$ cat src/rtl/booth_ppg_32r4.sv
// Registered 32x32 radix-4 Booth multiplier front end: partial-product generation,
// a 3:2 compressor tree down to one carry-save pair, and a single output register.
module booth_ppg_32r4 (
    input  logic        clk,
    input  logic        rst_n,
    input  logic [31:0] mulcand,
    input  logic [31:0] muler,
    input  logic        sign,
    input  logic        in_valid,
    output logic [62:0] C,
    output logic [63:0] S,
    output logic        out_valid
);

    localparam int NUM_ROWS   = 18;
    localparam int NUM_LEVELS = 6;

    logic [33:0] m_ext;
    logic [34:0] y_app;
    logic [63:0] rows [NUM_ROWS];
    logic [63:0] sum_row;
    logic [62:0] carry_row;

    logic [62:0] c_d, c_q;
    logic [63:0] s_d, s_q;
    logic        out_valid_d, out_valid_q;

    // Booth rows carry ~sign at bit 33; the matching -2^(33+2j) terms and the
    // negation bits share row 17 because they never overlap (bits >=33 vs <=30).
    always_comb begin : booth_rows
        logic [2:0]  trip;
        logic        neg;
        logic        one;
        logic        two;
        logic [33:0] sel;
        logic [33:0] pp;
        logic [63:0] neg_row;
        logic [63:0] sign_const;

        m_ext      = {{2{sign & mulcand[31]}}, mulcand};
        y_app      = {{2{sign & muler[31]}}, muler, 1'b0};
        neg_row    = '0;
        sign_const = '0;
        trip       = '0;
        neg        = 1'b0;
        one        = 1'b0;
        two        = 1'b0;
        sel        = '0;
        pp         = '0;

        for (int j = 0; j < 16; j++) begin
            trip = y_app[2*j+2 -: 3];
            neg  = trip[2] & ~(trip[1] & trip[0]);
            one  = trip[1] ^ trip[0];
            two  = (trip == 3'b011) || (trip == 3'b100);
            sel  = one ? m_ext : (two ? {m_ext[32:0], 1'b0} : 34'd0);
            pp   = sel ^ {34{neg}};
            rows[j]    = {30'd0, ~pp[33], pp[32:0]} << (2*j);
            neg_row    = neg_row | ({63'd0, neg} << (2*j));
            sign_const = sign_const - (64'd1 << (33 + 2*j));
        end

        // Top digit is only nonzero for unsigned operands with muler[31] set, and then it is +1.
        rows[16] = (!sign && muler[31]) ? {mulcand, 32'd0} : 64'd0;
        rows[17] = sign_const | neg_row;
    end

    // Wallace-style reduction: each level feeds every complete group of three rows
    // through a 3:2 compressor and passes leftovers straight down (18,12,8,6,4,3,2).
    always_comb begin : csa_tree
        logic [63:0] lvl [NUM_LEVELS+1][NUM_ROWS];
        logic [63:0] a;
        logic [63:0] b;
        logic [63:0] c;
        int          n;
        int          groups;

        lvl    = '{default: '0};
        a      = '0;
        b      = '0;
        c      = '0;
        n      = NUM_ROWS;
        groups = 0;

        for (int r = 0; r < NUM_ROWS; r++) begin
            lvl[0][r] = rows[r];
        end

        for (int l = 0; l < NUM_LEVELS; l++) begin
            groups = n / 3;
            for (int g = 0; g < NUM_ROWS / 3; g++) begin
                if (g < groups) begin
                    a = lvl[l][3*g];
                    b = lvl[l][3*g+1];
                    c = lvl[l][3*g+2];
                    lvl[l+1][2*g]   = a ^ b ^ c;
                    lvl[l+1][2*g+1] = ((a & b) | (a & c) | (b & c)) << 1;
                end
            end
            for (int r = 0; r < NUM_ROWS; r++) begin
                if (r >= 3*groups && r < n) begin
                    lvl[l+1][r - groups] = lvl[l][r];
                end
            end
            n = n - groups;
        end

        sum_row   = lvl[NUM_LEVELS][0];
        carry_row = lvl[NUM_LEVELS][1][63:1];
    end

    always_comb begin : next_state
        c_d         = c_q;
        s_d         = s_q;
        out_valid_d = in_valid;
        if (in_valid) begin
            c_d = carry_row;
            s_d = sum_row;
        end
    end

    always_ff @(posedge clk) begin
        if (!rst_n) begin
            c_q         <= '0;
            s_q         <= '0;
            out_valid_q <= 1'b0;
        end else begin
            c_q         <= c_d;
            s_q         <= s_d;
            out_valid_q <= out_valid_d;
        end
    end

    assign C         = c_q;
    assign S         = s_q;
    assign out_valid = out_valid_q;

endmodule

$ cat config.mk
export PLATFORM = sky130hd
export DESIGN_NAME = booth_ppg_32r4
export DESIGN_NICKNAME = d
export VERILOG_FILES = /design/src/rtl/booth_ppg_32r4.sv
export SDC_FILE = /design/constraint.sdc
export NUM_CORES = 2
export LEC_CHECK = 0
export BUFFER_PORTS_ARGS = -buffer_cell sky130_fd_sc_hd__buf_4
export CORE_ASPECT_RATIO = 0.7
export CORE_MARGIN = 2
export CORE_UTILIZATION = 52
export DETAILED_ROUTE_END_ITERATION = 6
export HOLD_SLACK_MARGIN = 0.12
export PLACE_DENSITY_LB_ADDON = 0.3
export SETUP_SLACK_MARGIN = 0.1
export SYNTH_ARGS = -nofsm -noshare
export SYNTH_HDL_FRONTEND = slang
export SYNTH_SLANG_ARGS = --single-unit
$ cat constraint.sdc
create_clock -name clk -period 4.8 [get_ports clk]
set_clock_uncertainty 0.2 [all_clocks]
set_input_delay 0 -clock clk [delete_from_list [all_inputs] [get_ports clk]]
set_output_delay 0 -clock clk [all_outputs]
set_load 0.1 [all_outputs]
Word-level counts from Yosys, hierarchy flattened --
Cells that the tools add are included.
Word-level totals: bits of input ports 68, flip-flop bits (word level) 128, bits in writable memories 0, output and inout port bits 128, bits in read-only memories 0, word-level logic and storage cells 304, bits in latches 0, memories 0
Cells by class: multipliers 0, equal/unequal tests 31, reduce and logical (&&, ||, !) cells 17, order comparisons 0, bitwise gates (word level) 220, shifts and indexed selects 0, $add $sub $neg 0, mux-type cells 33, divide/modulo/power cells 0
Operators by type and width (number):
- AND 63 bit | 21
- two-way mux 34 bit | 32
- bitwise OR 63 bit | 15
- XOR 64 bit | 9
- XOR 34 bit | 16
- bitwise OR 62 bit | 2
- AND 45 x 51 -> 51 bit | 2
- bitwise OR 44 bit | 2
- two-way mux 64 bit | 1
- XOR 51 x 64 -> 64 bit | 1
- XOR 63 x 64 -> 64 bit | 1
- XOR 64 x 63 -> 64 bit | 1
- bitwise OR 63 x 51 -> 63 bit | 1
- XOR 62 x 63 -> 63 bit | 1
- AND 56 x 62 -> 62 bit | 1
- AND 57 x 62 -> 62 bit | 1
- AND 58 x 62 -> 62 bit | 1
- AND 60 x 62 -> 62 bit | 1
- bitwise OR 57 x 62 -> 62 bit | 1
- bitwise OR 60 x 62 -> 62 bit | 1
- XOR 52 x 62 -> 62 bit | 1
- XOR 57 x 62 -> 62 bit | 1
- XOR 60 x 62 -> 62 bit | 1
- AND 58 x 60 -> 60 bit | 1
- other kinds (70) | 186

Depth between registers and ports, before layout --
word-level depth 31, depth in mapped cells 20, mapped depth without buffers 19

Worst setup path before layout --
OpenSTA, ideal clock, no wires.
path kind input-to-reg, from input muler[1], to register s_q[21], in the netlist S[21], path slack 0.044 ns, arrival 4.438 ns, path buffers 3, cell stages on the path 18, data required time 4.482 ns, cell sequence inv_1 > clkbuf_1 > ha_1 > buf_2 > buf_1 > a22oi_1 > xnor2_1 > fa_1 > inv_1 > fa_1 > fa_1 > fa_1 > inv_1 > fa_1 > inv_1 > fa_1 > nand2_1 > o211a_1
On the way: cells in the longest elaborated chain, start to end 22, elaborated cells between the ends (all ways) 51
Ends and longest elaborated chain:
- start: declaration | line 7 | input logic [31:0] muler,
- equality test 3 x 2 -> 1 bit or equality test 3 bit (tied branches) | line 55 | two = (trip == 3'b011) || (trip == 3'b100);
- logical OR 1 bit | line 55
- two-way mux 34 bit (2 in a row) | line 56 | sel = one ? m_ext : (two ? {m_ext[32:0], 1'b0} : 34'd0);
- XOR 34 bit | line 57 | pp = sel ^ {34{neg}};
- AND 34 x 36 -> 36 bit | line 97 | lvl[l+1][2*g+1] = ((a & b) | (a & c) | (b & c)) << 1;
- bitwise OR 36 x 38 -> 38 bit | line 97
- bitwise OR 38 bit | line 97
- AND 38 x 39 -> 39 bit | line 97
- [2 not listed]
- AND 44 x 45 -> 45 bit | line 97
- bitwise OR 63 bit | line 97
- bitwise OR 63 x 51 -> 63 bit | line 97
- AND 63 bit | line 97
- bitwise OR 63 bit (2 in a row) | line 97
- AND 63 bit | line 97
- bitwise OR 63 bit (2 in a row) | line 97
- XOR 64 bit * (2 in a row) | line 96 | lvl[l+1][2*g] = a ^ b ^ c;
- end signal: assignment | line 125 | s_q <= '0;
- end signal: assignment | line 129 | s_q <= s_d;
- end: declaration | line 25 | logic [63:0] s_d, s_q;
Mark *: on every way between the ends. The rest lies on a longest branch, timed or not. A chain may end at the register's enable or synchronous reset.

==> results by group <==
Cells and area
  – Layout cell share with drive strength beyond 1: 0.169
  – Final-stage net count: 4038
  – Sequential cell area: 0.00248 mm2
  – Top library cells by usage in the layout, fill and taps aside: 472 x inv_1, 464 x fa_1, 450 x a22oi_1
  – Growth of design area from synthesis to finish: 13.8%
  – # fillers: 4781
  – Most common cell after layout, fill and taps aside: inv_1
  – Multi-input gate area: 0.0236 mm2

Global route
  – First-pass GRT wire length: 148 mm
  – Via count of the first global-routing pass: 25500
  – Remaining Overflow, GRT: 0
  – Maximum number of pins on one net before global-route repair: 84
  – Antenna violations before repair: 1
  – Overall Global Routing Usage: 0.329

Die
  – I/O pins: 196
  – Number of cell rows: 73
  – Chip width: 290 um
  – Floorplan die area: 0.0591 mm2
  – Core area: 0.0566 mm2
  – Initial Util: 0.524
  – Die height: 204 um

STA
  – Setup-failing EPs final: 0
  – F_max: 219 MHz
  – Ratio of final minimum period to clock period: 0.950
  – Slew Limit Fails: 0
  – Setup repair after global routing missed its margin: true
  – Min cycle time layout: 4560 ps
  – Sum of negative setup slack: 0 ps
  – Number of endpoints with negative hold slack in the final report: 0
  – Transition time at the pin with the least slew margin: 744 ps
  – Remaining max-slew budget at the tightest pin: 0.504
  – Min Hold Slack: 203 ps

Synthesis
  – Count of flip-flops with a built-in enable after synthesis: 0
  – Cell Area, Synth: 0.0297 mm2
  – Number of distinct library cells after synthesis: 42
  – Post-Synthesis Mean Instance Area: 9.47 um2
  – Warning count from the yosys run: 0
  – Synthesized netlist cell count: 3136
  – Number of register bits inferred by synthesis: 124
  – Share of synthesized registers carrying an async set or reset: 0
  – Primary FF master, synth: dfxtp_1
  – Sequential area share after synthesis: 0.0836

Setup path
  – Crit path buffers/inverters: 7
  – Standard cell with the maximum stage delay on the critical path: fa_1
  – Startpoint of the worst-slack reg-to-reg timing path: S[63]
  – CP Launch Type: primary input
  – CP Capture Type: flop
  – Sequence of cells on the critical path: buf_4 -> inv_2 -> ha_1 -> buf_4 -> buf_4 -> a22oi_1 -> xor2_1 -> fa_1 -> fa_1 -> inv_1 -> fa_1 -> inv_1 -> fa_1 -> fa_1 -> inv_1 -> fa_1 -> mux2i_1 -> nor2b_1
  – Source of the critical timing path: muler[19]
  – Largest stage delay, worst path: 620 ps
  – Required time of the critical path: 4990 ps
  – Crit path arrival time: 4750 ps
  – Logic depth of the worst path, buffers included: 18
  – Worst-path fanout max: 15
  – Worst Reg-to-Reg Cells: 3
  – Most frequent CP cell: fa_1
  – Critical setup path kind: primary input to flop
  – Cell family with most CP delay: adder cells

Run status
  – Result of the run: finished with violations
  – Failing checks: design-rule violations

Drt
  – TritonRoute pass-1 iters: 7
  – DR iter-0 viols: 3074
  – Via-to-Cell Ratio: 5.98
  – Vias: 24400
  – Detailed-route wire length: 94.4 mm
  – Post-DR wirelength/cell: 23.1 um
  – Number of nets with antenna violations after routing: 0
  – Drt drc: 24

Clock network
  – H-tree depth: 4
  – Clock-pin slew reported for the worst setup and hold paths after clock tree synthesis: 60 ps
  – CTS Buf Count: 17
  – Clock tree from TritonCTS: built
  – Number of sinks handled by clock tree synthesis: 124
  – Number of buffers on the longest clock path: 2
  – Worst skew pair latency: 500 ps
  – CTS root buf: clkbuf_16

Placement
  – Port Buf Inserts: 191
  – Global placement routability congestion: 0.970
  – DP HPWL: 72.2 mm

Hold path
  – Hold Crit Class: primary input to flop
  – Count of cells along the worst hold path: 6
  – Source of the worst hold timing path: mulcand[1]

Job
  – Number of maximum-capacitance constraint violations: 0
[synth_stat cells (14+ instances only)]
library cell,count,area share
xnor2_1,325,0.096
nor2_1,18,0.0023
a21oi_1,51,0.0086
mux2i_1,134,0.045
buf_4,68,0.017
clkbuf_1,71,0.0090
o31ai_1,22,0.0056
nand2b_1,16,0.0034
a22oi_2,14,0.0059
buf_6,21,0.0080
nor2b_1,119,0.025
buf_2,131,0.022
ha_1,189,0.080
buf_1,28,0.0035
nand2_1,78,0.0099
fa_1,465,0.31
inv_1,472,0.060
dfxtp_1,124,0.084
a22oi_1,452,0.11
o21ai_0,45,0.0076
xor2_1,190,0.056
[through the flow]
stage,util,cells,setup slack [ps],cell area (um2)
5_1_grt,0.597,4079,69.4,33800
4_1_cts,0.596,4078,288,33800
6_report,0.597,4080,238,33800
2_1_floorplan,-,3139,101,29700
3_3_place_gp,0.582,4036,-387,33000
3_5_place_dp,0.582,4036,-463,33000
[worst paths after layout]
path / end / slack, ps
worst min register to register: C[23] / 300
worst max-delay path: S[39] / 240
worst max register to register: S[63] / 3440
worst min-delay path: C[1] / 200
[cell families after synthesis]
| logic type | share of synthesized area |
|---|---|
| buf+inv | 0.125 |
| fa+ha+maj | 0.393 |
| compound gates | 0.151 |
| xor+xnor | 0.152 |
| simple gates | 0.0499 |
| mux | 0.0456 |
| flops | 0.0836 |
| other cells | 0.000126 |
[layer usage]
layer | share of wire | global-route usage | up-vias
met5 | 0 | 0 | -
met3 | 0.14 | 0.116 | 258
met4 | 0.035 | 0.118 | 0
met2 | 0.41 | 0.457 | 1682
met1 | 0.42 | 0.470 | 12000
li1 | - | - | 10500
[timing repair]
item                                    in CTS  in global routing
setup buffers                                0                  1
pin swaps                                    0                 22
hold buffers                                10                  0
endpoints found under the hold margin       87                  0
resized for setup                            1                  5
endpoints found under the setup margin       1                 16
[state kept, by name, summed over array words and instances, names as in the netlist]
signal	flops
S	64
C	59
out_valid	1
[worst reg2reg max path, cell delays in order, from the launching register on]
cell,delay [ps]
dfxtp_1,320
nand3b_1,80
o211ai_1,90
dlygate4sd3_1,560
[area by class of cell]
type / count / share of cell area
diodes: 1 / 0.0000740
well taps: 750 / 0.0278
flip-flops and latches: 124 / 0.0735
multi-input cells: 2199 / 0.698
repair buffers: 492 / 0.128
inverters: 482 / 0.0535
clock buffers: 19 / 0.0134
clock inverters: 13 / 0.00633
Power is not shown: default switching activity piles up to over one toggle a cycle in this logic, so the estimate is an artifact.
